`src/rtl/auth_seq_ctrl.sv`:
```
// auth_seq_ctrl: PIN entry sequencer with key compare, grant/error hold, failure lockout and inactivity timeout
module auth_seq_ctrl #(
  parameter int CODE_LEN       = 4,
  parameter int DIGIT_W        = 2,
  parameter int NUM_TRIES      = 3,
  parameter int HOLD_CYCLES    = 1000,
  parameter int LOCK_CYCLES    = 10000,
  parameter int TIMEOUT_CYCLES = 5000
) (
  input  logic                                 clk,
  input  logic                                 reset,
  input  logic [DIGIT_W-1:0]                   digit_in,
  input  logic                                 enter_pulse,
  input  logic                                 clear_pulse,
  input  logic [CODE_LEN*DIGIT_W-1:0]          key_in,
  output logic                                 unlock,
  output logic                                 error,
  output logic                                 locked,
  output logic [$clog2(CODE_LEN+1)-1:0]        digit_cnt,
  output logic [$clog2(NUM_TRIES+1)-1:0]       fail_cnt,
  output logic [2:0]                           state_o
);
  localparam int KW = CODE_LEN * DIGIT_W;
  localparam int CW = $clog2(CODE_LEN + 1);
  localparam int FW = $clog2(NUM_TRIES + 1);
  localparam int T1 = (HOLD_CYCLES > LOCK_CYCLES) ? HOLD_CYCLES : LOCK_CYCLES;
  localparam int TM = (T1 > TIMEOUT_CYCLES) ? T1 : TIMEOUT_CYCLES;
  localparam int TW = $clog2(TM + 1);
  typedef enum logic [2:0] {IDLE = 3'd0, ENTRY = 3'd1, CHECK = 3'd2, GRANT = 3'd3, FAIL = 3'd4, LOCK = 3'd5} state_t;
  state_t        state;
  logic [KW-1:0] entry_buf;
  logic [TW-1:0] timer;
  logic [KW-1:0] buf_nxt;
  logic [CW-1:0] cnt_nxt;
  logic [FW-1:0] fail_nxt;
  assign buf_nxt  = {entry_buf[KW-DIGIT_W-1:0], digit_in};
  assign cnt_nxt  = digit_cnt + 1'b1;
  assign fail_nxt = fail_cnt + 1'b1;
  assign state_o  = state;
  // Timer saturates by default; every state change or accepted digit overrides it to zero below.
  always_ff @(posedge clk or negedge reset) begin
    if (!reset) begin
      state     <= IDLE;
      entry_buf <= '0;
      timer     <= '0;
      digit_cnt <= '0;
      fail_cnt  <= '0;
      unlock    <= 1'b0;
      error     <= 1'b0;
      locked    <= 1'b0;
    end else begin
      timer <= (timer == {TW{1'b1}}) ? timer : timer + 1'b1;
      case (state)
        IDLE: if (enter_pulse && !clear_pulse) begin
          entry_buf <= buf_nxt;
          digit_cnt <= CW'(1);
          timer     <= '0;
          state     <= ENTRY;
        end
        ENTRY: if (clear_pulse || (!enter_pulse && timer == TW'(TIMEOUT_CYCLES - 1))) begin
          entry_buf <= '0;
          digit_cnt <= '0;
          timer     <= '0;
          state     <= IDLE;
        end else if (enter_pulse) begin
          entry_buf <= buf_nxt;
          digit_cnt <= cnt_nxt;
          timer     <= '0;
          if (cnt_nxt == CW'(CODE_LEN)) state <= CHECK;
        end
        CHECK: begin
          entry_buf <= '0;
          digit_cnt <= '0;
          timer     <= '0;
          if (entry_buf == key_in) begin
            fail_cnt <= '0;
            unlock   <= 1'b1;
            state    <= GRANT;
          end else if (fail_nxt == FW'(NUM_TRIES)) begin
            fail_cnt <= fail_nxt;
            locked   <= 1'b1;
            state    <= LOCK;
          end else begin
            fail_cnt <= fail_nxt;
            error    <= 1'b1;
            state    <= FAIL;
          end
        end
        GRANT: if (timer == TW'(HOLD_CYCLES - 1)) begin
          unlock <= 1'b0;
          timer  <= '0;
          state  <= IDLE;
        end
        FAIL: if (timer == TW'(HOLD_CYCLES - 1)) begin
          error <= 1'b0;
          timer <= '0;
          state <= IDLE;
        end
        LOCK: if (timer == TW'(LOCK_CYCLES - 1)) begin
          locked   <= 1'b0;
          fail_cnt <= '0;
          timer    <= '0;
          state    <= IDLE;
        end
        default: begin
          unlock <= 1'b0;
          error  <= 1'b0;
          locked <= 1'b0;
          timer  <= '0;
          state  <= IDLE;
        end
      endcase
    end
  end
endmodule

```
`config.mk`:
```
export PLATFORM = sky130hd
export DESIGN_NAME = auth_seq_ctrl
export DESIGN_NICKNAME = d
export VERILOG_FILES = /design/src/rtl/auth_seq_ctrl.sv
export SDC_FILE = /design/constraint.sdc
export NUM_CORES = 1
export LEC_CHECK = 0
export CAP_MARGIN = 5
export CORE_ASPECT_RATIO = 0.5
export CORE_MARGIN = 1.5
export CORE_UTILIZATION = 50
export DETAILED_ROUTE_END_ITERATION = 16
export GPL_TIMING_DRIVEN = 0
export PLACE_DENSITY_LB_ADDON = 0.05
export SLEW_MARGIN = 20
export SYNTH_ARGS = -nofsm -noshare
export SYNTH_HDL_FRONTEND = slang
export SYNTH_SLANG_ARGS = --single-unit
export TNS_END_PERCENT = 5
```
`constraint.sdc`:
```
create_clock -name clk -period 5.9 [get_ports clk]
set_clock_uncertainty 0.2 [all_clocks]
set_input_delay 1.18 -clock clk [delete_from_list [all_inputs] [get_ports clk]]
set_output_delay 1.18 -clock clk [all_outputs]
set_load 0.005 [all_outputs]
```
# Word level (Yosys, flattened, before mapping)
# Cells that the tools add are included.
[op_classes]
n_bitwise = 3
addsub = 3
n_eq_ne = 23
reduce_logical = 18
n_mux = 36
[op_table]
columns = ["operator", "count"]
rows = [
  ["$mux W14", 6],
  ["$pmux W14 S4", 1],
  ["$eq A14 B14 Y1 const B", 2],
  ["$mux W3", 9],
  ["$mux W8", 3],
  ["$pmux W8 S3", 1],
  ["$ne A2 B2 Y1 const B", 8],
  ["$pmux W3 S5", 1],
  ["$add A14 B1 Y14 const B", 1],
  ["$eq A14 B10 Y1 const B", 1],
  ["$eq A14 B13 Y1 const B", 1],
  ["$reduce_or A4 Y1", 3],
  ["$eq A3 B3 Y1 const B", 3],
  ["$pmux W1 S3", 3],
  ["$pmux W3 S3", 1],
  ["$eq A8 B8 Y1", 1],
  ["$mux W1", 8],
  ["$reduce_and A4 Y1", 2],
  ["$eq A3 B2 Y1 const B", 2],
  ["$ne A3 B3 Y1 const B", 2],
  ["$reduce_and A3 Y1", 2],
  ["$reduce_and A5 Y1", 1],
  ["$mux W2", 2],
  ["$pmux W2 S2", 1],
  ["other kinds (14)", 18],
]
[totals]
out_inout_bits = 11
word_cells = 91
register_bits = 33

# Depth between registers and ports, before layout
# Gate-level depths: netlist (run 1).
[logic_depth]
depth_word = 6
ltp_mapped = 8
depth_no_buf = 6

# Worst setup path after synthesis (run 1)
# OpenSTA, ideal clock, no wires.
[synth_path]
path_type = "input port to flip-flop"
from = "input port enter_pulse"
to = "register digit_cnt[1]"
t_arrival_ns = 2.191
t_required_ns = 5.575
slack_ns = 3.384
stages = 5
setup_ns = 0.125
path_cell_list = "and3b_1 nand4_1 a21oi_1 o21ai_2 mux2_4"
[synth_between]
elab_chain_cells = 5
[synth_rtl]
columns = ["element", "line", "rtl"]
rows = [
  ["start: declaration", "13", "input logic enter_pulse,"],
  ["$logic_not A1 Y1", "60", "ENTRY: if (clear_pulse || (!enter_pulse && timer == TW'(TIMEOUT_CYCLES - 1))) begin"],
  ["$logic_and A1 B1 Y1", "60", ""],
  ["$logic_or A1 B1 Y1", "60", ""],
  ["$ne A3 B3 Y1 (no source line) or $mux W3 (tied branches)", "--", ""],
  ["$reduce_and A3 Y1 (no source line) or $pmux W3 S3 (tied branches)", "--", ""],
  ["end signal: assignment", "67", "digit_cnt <= cnt_nxt;"],
  ["end: declaration", "19", "output logic [$clog2(CODE_LEN+1)-1:0] digit_cnt,"],
]
# Parallel ways exist; a longest one is shown, timed or not.
# A chain may end at the register's enable or synchronous reset.

# Worst setup path in the final report (run 1)
# Ends and elaborated chain as after synthesis.

==> results of run 1 <==
[metal layers]
layer	GRT usage (%)	up-vias	wire length, um
li1	-	802	-
met1	27.1	784	1960
met2	34.9	43	1890
met3	5.66	4	232
met4	6.25	0	25
met5	0	-	0
[area by class of cell]
type	instances	area (sq um)
fill	292	1230
clock inverter	1	5.00
inverter	7	26.3
multi-input combinational	152	1030
clock buffer	7	96.3
buffer	7	55.1
tap	51	63.8
sequential	33	826
timing repair buffer	24	235
[cells in the mapped netlist, drive strengths merged, types with 3 or more instances]
cell type	number	area, sq um
nor3b	3	22.5
nand3	10	50.1
nor2	24	90.1
nor3	12	60.1
nand4	7	43.8
nor4b	3	41.3
nand2	11	41.3
o21ai	6	33.8
nor4	3	48.8
dfrtp	33	826
xnor2	14	123
inv	7	26.3
a21oi	8	40.0
a22o	10	87.6
and3	6	37.5
buf	5	47.5
ha	4	50.1
[registers in the layout, indices dropped and copies added (netlist names)]
register,cells
entry_buf,8
locked,1
error,1
state_o,3
timer,14
digit_cnt,3
unlock,1
fail_cnt,2
[power by group]
| part | total, mW | switching, mW | leakage (nW) | internal, mW |
|---|---|---|---|---|
| Combinational | 0.0186 | 0.00860 | 0.526 | 0.0100 |
| Clock | 0.187 | 0.0819 | 0.0542 | 0.105 |
| Sequential | 0.227 | 0.000513 | 0.419 | 0.227 |
[worst reg2reg max path, stage by stage (launching register included)]
cell and delay (ns):
dfrtp_1 0.38, ha_1 0.21, and4b_1 0.27, nand4_1 0.24, a22oi_1 0.28, and3_1 0.22, buf_6 0.14, buf_8 0.14
o22ai_2 0.08
[worst paths after layout]
| check | startpoint | to | slack, ns |
|---|---|---|---|
| min | digit_cnt[2]$_DFFE_PN0P_ | digit_cnt[2]$_DFFE_PN0P_ | 0.32 |
| max in group asynchronous | reset | timer[0]$_DFF_PN0_ | 4.27 |
| max reg2reg | timer[0]$_DFF_PN0_ | state_o[2]$_DFFE_PN0P_ | 3.59 |
| min reg2reg | digit_cnt[2]$_DFFE_PN0P_ | digit_cnt[2]$_DFFE_PN0P_ | 0.32 |
| min in group asynchronous | reset | entry_buf[6]$_DFFE_PN0P_ | 0.76 |
| max | enter_pulse | digit_cnt[1]$_DFFE_PN0P_ | 2.95 |
[cells by family after synthesis]
| logic type | count (synthesis) | synth area share, % |
|---|---|---|
| AND/OR/NAND/NOR | 88 | 25.8 |
| AO/OA/AOI/OAI | 41 | 15.7 |
| flip-flops | 33 | 42.6 |
| XOR/XNOR | 16 | 7.23 |
| buffers and inverters | 14 | 4.19 |
| adder cells (fa/ha/maj) | 4 | 2.58 |
| multiplexers | 3 | 1.87 |
==> run_results.csv, run 1 <==
group,metric,value,unit
die,start_util,54.4,%
power,vdd_drop_max,0.000111,V
clock_network,postCtsSetupBuffers,0,
clock_network,clk_pin_slew,0.07,ns
die,die_h,47.0,um
clock_network,cts_made_buffers,5,
finish,final_cell_area,0.00234,sq mm
synth,syn-num-nets,217,
setup_path,cpMaxStageDelayCell,"clkdlybuf4s50_1",
sta,slew_headroom,43.6,%
setup_path,path_cells,"clkdlybuf4s50_1, and3b_1, nand4_1, a21oi_1, o21ai_2, mux2_4",
setup_path,reg2reg_depth,8,
finish,drive_gt1_share,9.96,%
setup_path,cp_slowest_stage_delay,0.52,ns
finish,n_antenna_cell,0,
setup_path,path_buf_inv,1,
clock_network,clock-root-buffer,"clkbuf_8",
setup_path,crit_required,5.87,ns
setup_path,cp.arrival,2.93,ns
synth,syn_area_per_cell,9.75,sq um
place,io_buffers,24,
finish,final_util,65.6,%
sta,finalWorstPathRequiredPeriod,2.95,ns
die,design.core.area,0.00357,sq mm
finish,final_common_cell,"dfrtp_1",
setup_path,cp.depth,6,
outcome,status,"complete, no violations",
routing,vias_per_cell,5.79,
flow_run,maxCapViolations,0,
clock_network,ctsResizeCount,0,
setup_path,critical_path_class,"in2reg",
grt,grt.overflow.total,0,
routing,ant_nets,0,
clock_network,clockBufferDepth,2,
grt,grt_antenna_before_repair,0,
finish,nets,248,
place,dp_cells,274,
routing,drtIter0Drc,69,
place,pre_cts_ws,2.67,ns
routing,drt-pass1-iter-count,4,
power,power_density,185,mW/mm^2
place,place_hpwl,2950,um
routing,vias,1633,
sta,finalSetupTns,0,ns
synth,synth-edff-count,0,
place,placed_cell_area,0.00224,sq mm
sta,whs,0.324,ns
routing,route.detailed.drc,0,
sta,setup_slack,2.95,ns
routing,wire_per_inst,14.6,um
synth,synthCells,199,
clock_network,tritoncts,"done",
die,rows,15,
routing,wirelength,4110,um
synth,yosysUniqueCellTypes,47,
finish,layout_common_cells,"33 x dfrtp_1, 24 x nor2_1, 23 x clkdlybuf4s50_1",
synth,synth-warning-count,0,
clock_network,hold_buffers,0,
setup_path,cp-start-kind,"input port",
sta,drv_slew,0,
synth,synthFlopType,"dfrtp_1",
sta,fmax,339,MHz
sta,tightestPinTransition,0.840,ns
setup_path,cp-end-kind,"register",
clock_network,clkLatencyLatePin,0.28,ns
power,power,433,uW
synth,synth_area,0.00194,sq mm
sta,period_share,50.1,%
finish,layoutNonFillerInstCount,282,
clock_network,numClockSinks,33,
hold_path,holdPathStages,1,
setup_path,cpLargestDelayFamily,"buffers and inverters",
die,dieArea,0.00428,sq mm
grt,grt_usage,20.7,%
place,gp_congestion,0.832,
setup_path,critPathMaxFanout,10,
grt,grt_pass1_vias,1432,
synth,async_flop_share,100,%
die,num_io_pins,25,
synth,ys_seq_area_share,42.6,%
die,dieWidth,91.1,um
grt,grt_max_degree,34,
sta,hold_violations,0,
power,leakage,0.999,nW
grt,grt_pass1_wl,6670,um
hold_path,hold_path.class,"reg2reg",
clock_network,htreeDepth,2,
sta,setup_viol,0,
synth,ys_seq_elements,33,
finish,syn2layout_area_growth,20.6,%
sta,rsz0062_at_grt,"false",
(Power assumes the default switching activity.)
==> run 2: changes to the inputs <==
--- a/config.mk
+++ b/config.mk
@@ -8,7 +8,7 @@
 export CAP_MARGIN = 5
 export CORE_ASPECT_RATIO = 0.5
 export CORE_MARGIN = 1.5
-export CORE_UTILIZATION = 50
+export CORE_UTILIZATION = 49
 export DETAILED_ROUTE_END_ITERATION = 16
 export GPL_TIMING_DRIVEN = 0
 export PLACE_DENSITY_LB_ADDON = 0.05
==> constraint.sdc (replaced) <==
create_clock -name clk -period 2.5 [get_ports clk]
set_clock_uncertainty 0.2 [all_clocks]
set_input_delay 0.5 -clock clk [delete_from_list [all_inputs] [get_ports clk]]
set_output_delay 0.5 -clock clk [all_outputs]
set_load 0.005 [all_outputs]
==> run 2 against run 1 <==
  * Clock power up 100%
  * Worst setup slack got worse by 2.7 ns
  * Final cell count unchanged
  * Final area fell by 0.91%
  * Sequential power increased by 140%
  * Via count shrank 2.2%
  * Wire length is essentially flat
  * Utilization is 1.3 points lower
  * Global-route usage down 0.54 points
==> run_results.csv, run 2 (synthesis gave the netlist of run 1 again) <==
group,metric,value,unit
outcome,status,"complete, no violations",
sta,period_share,91.1,%
die,start_util,53.8,%
flow_run,maxCapViolations,0,
grt,grt_pass1_vias,1418,
power,seqPwrFrac,55.9,%
finish,final_common_cell,"dfrtp_1",
clock_network,clockBufferDepth,2,
setup_path,path_cells,"ha_1, and4b_1, nand4_1, a22oi_1, and3_1, buf_6, buf_8, o22ai_2",
grt,grt_max_degree,34,
grt,grt_pass1_wl,6650,um
clock_network,tritoncts,"done",
power,power_density,414,mW/mm^2
power,comb_power_share,4.6,%
die,rows,15,
setup_path,cp_slowest_stage_delay,0.38,ns
sta,fmax,439,MHz
clock_network,clock-root-buffer,"clkbuf_8",
sta,hold_violations,0,
setup_path,rr_startpoint,"timer[0]$_DFF_PN0_",
routing,route.detailed.drc,0,
place,placed_cell_area,0.00224,sq mm
setup_path,crit_required,2.44,ns
setup_path,cp-end-kind,"register",
finish,nets,248,
finish,biggestRegsByFlops,"timer x14, entry_buf x8",
clock_network,hold_buffers,0,
hold_path,hold_path.class,"in2async",
finish,final_cell_area,0.00232,sq mm
clock_network,clkLatencyLatePin,0.28,ns
die,num_io_pins,25,
routing,wire_per_inst,14.6,um
place,place_hpwl,2940,um
sta,whs,0.0759,ns
sta,finalWorstPathRequiredPeriod,2.28,ns
place,dp_cells,274,
finish,layout_common_cells,"33 x dfrtp_1, 24 x nor2_1, 23 x clkdlybuf4s50_1",
sta,setup_viol,0,
power,leakage,0.984,nW
routing,drt-pass1-iter-count,4,
setup_path,critical_path_class,"reg2reg",
clock_network,clk_pin_slew,0.07,ns
power,power,959,uW
power,vdd_drop_max,0.000247,V
setup_path,critPathMaxFanout,10,
setup_path,cp.arrival,2.22,ns
clock_network,htreeDepth,2,
finish,fillCellCount,294,
routing,wirelength,4110,um
routing,ant_nets,0,
place,gp_congestion,0.808,
sta,rsz0062_at_grt,"false",
grt,grt_usage,20.1,%
finish,largest_reg_flops,14,
grt,grt.overflow.total,0,
finish,n_antenna_cell,0,
clock_network,postCtsSetupBuffers,0,
clock_network,ctsResizeCount,0,
clock_network,cts_made_buffers,5,
sta,drv_slew,0,
setup_path,cp-start-kind,"register",
die,design.core.area,0.00360,sq mm
grt,grt_antenna_before_repair,0,
setup_path,cpMaxStageDelayCell,"dfrtp_1",
routing,vias,1597,
sta,slew_headroom,40.8,%
power,p_int,757,uW
die,die_h,47.5,um
finish,drive_gt1_share,8.66,%
clock_network,numClockSinks,33,
die,dieArea,0.00437,sq mm
routing,drtIter0Drc,108,
setup_path,startpoint,"timer[0]$_DFF_PN0_",
finish,regMostFlops,"timer",
die,dieWidth,92.0,um
routing,vias_per_cell,5.66,
power,power_frac_clock,39.5,%
sta,tightestPinTransition,0.881,ns
finish,layoutNonFillerInstCount,282,
power,swShare,21.1,%
finish,syn2layout_area_growth,19.5,%
power,net-switching-power,203,uW
place,io_buffers,24,
-- run 2: cell types whose count changed in the layout (fill, tap and decap cells not counted), sizes merged --
cell,change
clkbuf,+1
clkinv,-1
-- run 2: routing by layer --
metal / track usage [%] / wire length, um
met5: 0 / 0
met3: 5.56 / 244
met1: 26.9 / 2030
met4: 4.62 / 8
met2: 34.1 / 1830
-- run 2: power by group through the flow --
stage / sequential, mW / combinational, mW / clock [mW]
after floorplan: 0.546 / 0.0101 / 0
after global placement: 0.546 / 0.0448 / 0
after detailed placement: 0.546 / 0.0448 / 0
after CTS: 0.536 / 0.0451 / 0.388
after global routing: 0.536 / 0.0495 / 0.409
final: 0.537 / 0.0440 / 0.379
-- run 2: path summary, 6_finish.rpt --
kind | end | slack [ns] | depth (start not counted)
max | state_o[2]$_DFFE_PN0P_ | 0.22 | 8
min | fail_cnt[1]$_DFFE_PN0P_ | 0.08 | 1
max reg2reg | state_o[2]$_DFFE_PN0P_ | 0.22 | 8
min reg2reg | digit_cnt[2]$_DFFE_PN0P_ | 0.33 | 1
max in group asynchronous | timer[1]$_DFF_PN0_ | 1.54 | 1
min in group clk | digit_cnt[2]$_DFFE_PN0P_ | 0.33 | 1
-- run 2: final cells by class --
type	instances	area (sq um)	area share [%]
plain buffers	7	55.1	2.37
clock buffers	8	80.1	3.45
flip-flops and latches	33	826	35.6
multi-input cells	152	1030	44.5
repair buffers	24	235	10.1
inverters	7	26.3	1.13
well taps	51	63.8	2.75
-- run 2: per-stage QoR --
step	util (%)	setup slack [ns]	TNS, ns
floorplan	-	0.466	0
global placement	62.3	-0.0483	-0.0483
detailed placement	62.1	-0.0546	-0.0546
CTS	64.3	0.238	0
global route	64.3	0.120	0
finish	64.3	0.224	0
-- run 2: worst max-delay path, delay by kind of cell, from the launching register on --
kind / cells / cell delay [ns]
buffers and inverters: 2 / 0.27
adder cells (fa/ha/maj): 1 / 0.22
flip-flops: 1 / 0.38
AO/OA/AOI/OAI: 2 / 0.34
AND/OR/NAND/NOR: 3 / 0.73
==> run 3: changes to the inputs <==
--- a/config.mk
+++ b/config.mk
@@ -8,7 +8,8 @@
 export CAP_MARGIN = 5
 export CORE_ASPECT_RATIO = 0.5
 export CORE_MARGIN = 1.5
-export CORE_UTILIZATION = 49
+export CORE_UTILIZATION = 50
+export CTS_BUF_LIST = sky130_fd_sc_hd__clkbuf_2 sky130_fd_sc_hd__clkbuf_4 sky130_fd_sc_hd__clkbuf_8
 export DETAILED_ROUTE_END_ITERATION = 16
 export GPL_TIMING_DRIVEN = 0
 export PLACE_DENSITY_LB_ADDON = 0.05
==> results of run 3 <==
Same layout as run 1 (identical final DEF). Status: complete, no violations.
Among the figures that moved: setup slack after placement 2.67 ns -> -0.0537 ns; setup slack after layout 2.95 ns -> 0.192 ns; hold slack 0.324 ns -> 0.0799 ns; start point of the critical path enter_pulse -> timer[0]$_DFF_PN0_; end point of the critical path digit_cnt[1]$_DFFE_PN0P_ -> state_o[2]$_DFFE_PN0P_; register-to-register setup slack 3.59 ns -> 0.19 ns; total power 0.433 mW -> 1.02 mW; worst IR drop on VDD 0.000111 V -> 0.000261 V
